File: config.mk
export PLATFORM = sky130hd
export DESIGN_NAME = decode_b_pipe
export DESIGN_NICKNAME = d
export VERILOG_FILES = /design/src/rtl/decode_b_pipe.sv
export SDC_FILE = /design/constraint.sdc
export NUM_CORES = 1
export LEC_CHECK = 0
export BUFFER_PORTS_ARGS = -buffer_cell sky130_fd_sc_hd__buf_4
export CAP_MARGIN = 20
export CORE_MARGIN = 1
export CORE_UTILIZATION = 45
export DETAILED_ROUTE_END_ITERATION = 10
export PLACE_DENSITY = 0.71
export SETUP_SLACK_MARGIN = 0.1
export SYNTH_ARGS = -nofsm -noshare
export SYNTH_HDL_FRONTEND = slang
export SYNTH_SLANG_ARGS = --single-unit
export TNS_END_PERCENT = 20
File: constraint.sdc
create_clock -name clock_in -period 1.08 [get_ports clock_in]
set_input_delay 0.054 -clock clock_in [delete_from_list [all_inputs] [get_ports clock_in]]
set_output_delay 0.054 -clock clock_in [all_outputs]
set_load 0.02 [all_outputs]
File: src/rtl/decode_b_pipe.sv
// Registered binary-to-one-hot decoder with a two-entry elastic buffer
// (output register plus skid register) behind valid/ready handshakes.
module decode_b_pipe #(
  parameter int SEL_WIDTH = 2,
  parameter int N_OUT     = 4
) (
  input  logic                 clock_in,
  input  logic                 reset_in,
  input  logic [SEL_WIDTH-1:0] code_in,
  input  logic                 valid_in,
  output logic                 ready_out,
  output logic [N_OUT-1:0]     data_out,
  output logic                 err_out,
  output logic                 valid_out,
  input  logic                 ready_in
);

  typedef enum logic [1:0] {EMPTY, ONE, TWO} state_e;

  typedef struct packed {
    logic [N_OUT-1:0] data;
    logic             err;
  } entry_t;

  state_e state_q, state_d;
  entry_t oreg_q, oreg_d;
  entry_t sreg_q, sreg_d;
  entry_t dec;
  logic   in_xfer;
  logic   out_xfer;

  function automatic entry_t decode(input logic [SEL_WIDTH-1:0] c);
    entry_t e;
    e.data = '0;
    e.err  = (int'(c) >= N_OUT);
    for (int i = 0; i < N_OUT; i++) begin
      if (int'(c) == i) e.data[i] = 1'b1;
    end
    return e;
  endfunction

  assign dec      = decode(code_in);
  assign in_xfer  = valid_in & ready_out;
  assign out_xfer = valid_out & ready_in;

  // NOTE: storage is cleared on reset so a stale entry can never resurface
  // after a mid-operation reset; the buffers are only two words wide.
  always_ff @(posedge clock_in) begin
    // NOTE: non-blocking assignments keep every register sampling pre-edge values.
    if (reset_in) begin
      state_q <= EMPTY;
      oreg_q  <= '0;
      sreg_q  <= '0;
    end else begin
      state_q <= state_d;
      oreg_q  <= oreg_d;
      sreg_q  <= sreg_d;
    end
  end

  always_comb begin
    // NOTE: defaults first so every path assigns every signal (no latches).
    state_d = state_q;
    oreg_d  = oreg_q;
    sreg_d  = sreg_q;
    unique case (state_q)
      EMPTY: begin
        if (in_xfer) begin
          oreg_d  = dec;
          state_d = ONE;
        end
      end
      ONE: begin
        if (in_xfer && out_xfer) begin
          oreg_d = dec;
        end else if (in_xfer) begin
          sreg_d  = dec;
          state_d = TWO;
        end else if (out_xfer) begin
          state_d = EMPTY;
        end
      end
      TWO: begin
        if (out_xfer) begin
          oreg_d  = sreg_q;
          state_d = ONE;
        end
      end
      default: state_d = EMPTY;
    endcase
  end

  // Outputs depend only on registered state and reset, never on ready_in/valid_in.
  always_comb begin
    ready_out = (state_q != TWO) & ~reset_in;
    valid_out = (state_q != EMPTY) & ~reset_in;
    data_out  = valid_out ? oreg_q.data : '0;
    err_out   = valid_out ? oreg_q.err : 1'b0;
  end

endmodule

---- After elaboration in Yosys (flattened, before gate mapping) ----
Cells that the tools add are included.
operators by class
  add/sub/neg operators ................... 0
  div/mod/pow operators ................... 0
  bitwise operators ....................... 6
  multipliers ............................. 0
  mux-type cells .......................... 16
  equality and inequality tests ........... 11
  order comparisons ....................... 0
  reductions and logical operators ........ 8
  shift operators ......................... 0
operator list
  kind                                                              count
  5-bit two-way mux                                                 3
  5-bit one-hot mux with 3 select lines                             1
  2-bit two-way mux                                                 5
  2-bit inequality test (second input constant)                     5
  4-bit AND reduction                                               2
  2-bit == test (second input constant)                             3
  2-bit one-hot mux with 3 select lines                             1
  1-bit two-way mux                                                 5
  1-bit AND                                                         4
  2-bit by 1-bit == test with 1-bit output (second input constant)  2
  2-bit logical NOT                                                 2
  4-bit two-way mux                                                 1
  3-bit inequality test (second input constant)                     1
  3-bit AND reduction                                               1
  3-bit nonzero test                                                1
  1-bit inverter                                                    2
  2-bit nonzero test                                                1
  1-bit logical AND                                                 1
word-level totals
  memories kept ........................... 0
  bits of input ports ..................... 6
  output and inout port bits .............. 7
  flip-flop bits (word level) ............. 11
  latch bits .............................. 0
  ROM bits ................................ 0
  RAM bits ................................ 0

---- Longest topological paths before layout ----
  depth after elaboration ................. 7
  depth in mapped cells ................... 4
  gate-level depth less buffers ........... 3

---- Worst setup path after synthesis ----
OpenSTA, ideal clock, no wires.
  kind .................................... reg-to-output
  start point ............................. register state_q[1]
  end point ............................... output data_out[0]
  path slack .............................. -0.116 ns
  cell stages (with the launch flop) ...... 4
  required time ........................... 1.026 ns
  arrival time ............................ 1.142 ns
  path buffers ............................ 0
  cells stage by stage .................... dfxtp_1 -> nor2_1 -> nor2_1 -> and2_1
on the way
  longest elaborated chain between the ends .. 3
ends and longest elaborated chain
  what                    line  text
  start, declared         25    state_e state_q, state_d;
  start signal, assigned  55    state_q <= state_d;
  2-bit nonzero test      96    valid_out = (state_q != EMPTY) & ~reset_in;
  1-bit AND               96
  named net valid_out     14    output logic valid_out,
  4-bit two-way mux       97    data_out = valid_out ? oreg_q.data : '0;
  end, declared           12    output logic [N_OUT-1:0] data_out,
The timed path passes the listed nets, and every way through them passes these cells.

---- Final worst setup path ----
  start point ............................. register state_q[1]
  end point ............................... output ready_out
on the way
  longest elaborated chain between the ends .. 2
ends and longest elaborated chain
  what                   line  text
  2-bit inequality test  95    ready_out = (state_q != TWO) & ~reset_in;
  1-bit AND              95
  end, declared          11    output logic ready_out,
Every way passes these cells.

==> metrics.cfg <==
[run_status]
status=finished with violations
failed_checks=negative setup slack

[placed_design]
dp_hpwl_um=768
port_buffers=11
gp_congestion=0.7966
pre_cts_ws_ns=-0.05515

[sta]
setup_viol=14
setup_ws_ns=-0.09729
rsz0062_at_grt=true
slew_viol_final=0
whs_ns=0.1250
max_freq_mhz=849.4
finClkSkew_ns=0.004299
fin_crit_sh=1.090
hold_viol=0
post-route-min-period_ns=1.177

[floorplan]
core_area_um2=1156
initial_core_util=0.5076
die_y_um=38.11
die_w_um=38.11
num_rows=12
io_pins=13
die_area_um2=1452

[setup_path]
cp_data_required_time_ns=1.03
r2r-end=oreg_q[4]
crit_path_start=state_q[1]
slowest_stage=dfxtp_4
start_kind=flop
worstPathCellList=buf_4 -> nand2b_4 -> nor2b_1 -> buf_4
cp_max_fo=7
cp_common_cell=buf_4
cp.depth=4
critical_path_class=reg2out
r2r_slack_ns=-0.09
r2r_start=state_q[1]
ff2ff_path_depth=5
cpLargestDelayFamily=flip-flops
slowest_delay_ns=0.40
path_buf_inv=2
cp-endpoint=ready_out
crit_arrival_ns=1.12
cp-end-kind=primary output

[cts]
numCtsBuffers=3
cts.reportedPaths.clkPinSlew_ns=0.06
insertion_delay_ns=0.26
cts_tree=built
clkSinkCount=10
cts_root_buffer=clkbuf_4
cts_buffer_depth=2
ctsHtreeMaxLevel=1

[global_routing]
grt_usage=0.2012
grt_max_degree=21
gr-total-overflow=0
grt_pass1_wl_mm=1.973
grt_pass1_vias=450
grt_antenna_before_repair=0

[route]
post_drt_wl_per_cell_um=13.06
wirelength_mm=1.254
drc_errors=0
ant_nets=0
drtIter0Drc=6
vias_per_cell=5.615
firstDrtPassIters=4
num_vias=539

[job]
drv_cap=0

[logic_synthesis]
synthArstFlopShare=0
ys_ff_latch=10
yosys_warnings=0
netlist_area_um2=586.8
syn_inst=66
syn_avg_cell_area_um2=8.891
synthesis.nets=72
yosysSeqAreaShare=0.3412
synthFlopType=dfxtp_1
synth-edff-count=0
synth_cell_types=25

[finish]
layout.nets=89
nFillCells=100
antennaDiodeCount=0
syn_to_final_growth_pct=38.17
fin_util=0.7013
drive_above_1_share=0.4146

[power]
p_leak_nw=0.3136
power.density_nw_per_um2=1055
p_total_w=0.0008552
ir_drop_v=0.0007751

[min_path]
hold_path_class=in2reg

-- worst min-delay path by stage --
stage                          start         end  slack (ns)  cells after the start
final                     code_in[0]   sreg_q[4]        0.13                      3
after global routing      code_in[0]   oreg_q[4]        0.13                      3
after CTS                 code_in[0]   sreg_q[4]         0.1                      3
after detailed placement    ready_in  state_q[1]        0.27                      2
after global placement      ready_in  state_q[1]        0.28                      2
after floorplan             ready_in  state_q[1]        0.12                      1
-- what timing repair did --
| action | in CTS | in global routing |
|---|---|---|
| endpoints found under the hold margin | 1 | 0 |
| setup endpoints to repair | 16 | 16 |
| hold buffers | 1 | 0 |
| gates resized for setup | 18 | 6 |
| pin swaps | 2 | 10 |
| setup buffers | 3 | 1 |
-- cells in the mapped netlist (2+ instances only) --
| master | count | area [µm²] |
|---|---|---|
| dfxtp_1 | 10 | 200.2 |
| nor2_1 | 3 | 11.26 |
| a21oi_1 | 5 | 25.02 |
| nand2b_1 | 2 | 12.51 |
| mux2i_1 | 3 | 30.03 |
| nand2_1 | 2 | 7.510 |
| a211oi_1 | 8 | 60.06 |
| o21ai_0 | 4 | 20.02 |
| nor2b_1 | 4 | 25.02 |
| buf_4 | 2 | 15.01 |
| nand3b_1 | 4 | 30.03 |
| a21o_1 | 2 | 15.01 |
| and2_1 | 5 | 31.28 |
-- per-stage QoR --
stage          std cells  setup TNS (ns)  area, µm²
2_1_floorplan         66               0      595.6
3_3_place_gp          87        -0.08576      666.9
3_5_place_dp          87         -0.1462      666.9
4_1_cts               95         -0.7203      780.7
5_1_grt               96          -1.447      810.8
6_report              96         -0.7522      810.8
-- power breakdown --
group | internal (W) | total (W) | switching (W)
clock | 0.000142 | 0.000257 | 0.000115
combinational | 0.0000992 | 0.000195 | 0.0000954
sequential | 0.000386 | 0.000404 | 0.0000175
-- layout make-up --
| cell class | instances | area, µm² | area share |
|---|---|---|---|
| Multi-Input combinational cell | 51 | 410.4 | 0.5062 |
| Timing Repair Buffer | 17 | 148.9 | 0.1836 |
| Clock buffer | 4 | 26.28 | 0.03241 |
| Tap cell | 14 | 17.52 | 0.02160 |
| Sequential cell | 10 | 207.7 | 0.2562 |
-- logic make-up after synthesis --
| logic type | after synthesis | share of synthesized area |
|---|---|---|
| AND/OR/NAND/NOR | 26 | 0.3006 |
| AO/OA/AOI/OAI | 21 | 0.2388 |
| flip-flops | 10 | 0.3411 |
| buffers and inverters | 5 | 0.06181 |
| multiplexers | 3 | 0.05117 |
| other | 1 | 0.006390 |
-- metal layers --
layer | up-vias | wire, µm | global-route usage
met4 | 0 | 17 | 0.1339
met1 | 253 | 632 | 0.2727
met2 | 14 | 555 | 0.2754
met5 | - | 0 | 0
met3 | 2 | 49 | 0.05233
li1 | 270 | - | -
-- registers in the layout (all words and copies together) (netlist names) --
signal and flops:
oreg_q 4, state_q 2, sreg_q 4
-- cell usage in the layout, fill, tap and decap left out, types with 3 or more instances in the layout --
cell,count
a211oi_1,6
a21oi_1,5
and2_4,3
buf_4,11
buf_6,5
clkbuf_4,3
dfxtp_1,8
nand3b_1,4
nor2b_1,4
o21ai_1,3
-- worst min-delay path: stages --
cell and delay [ns]:
buf_4 0.13, nand4b_1 0.09, a21oi_1 0.06
Power figures use the tool's default switching activity.
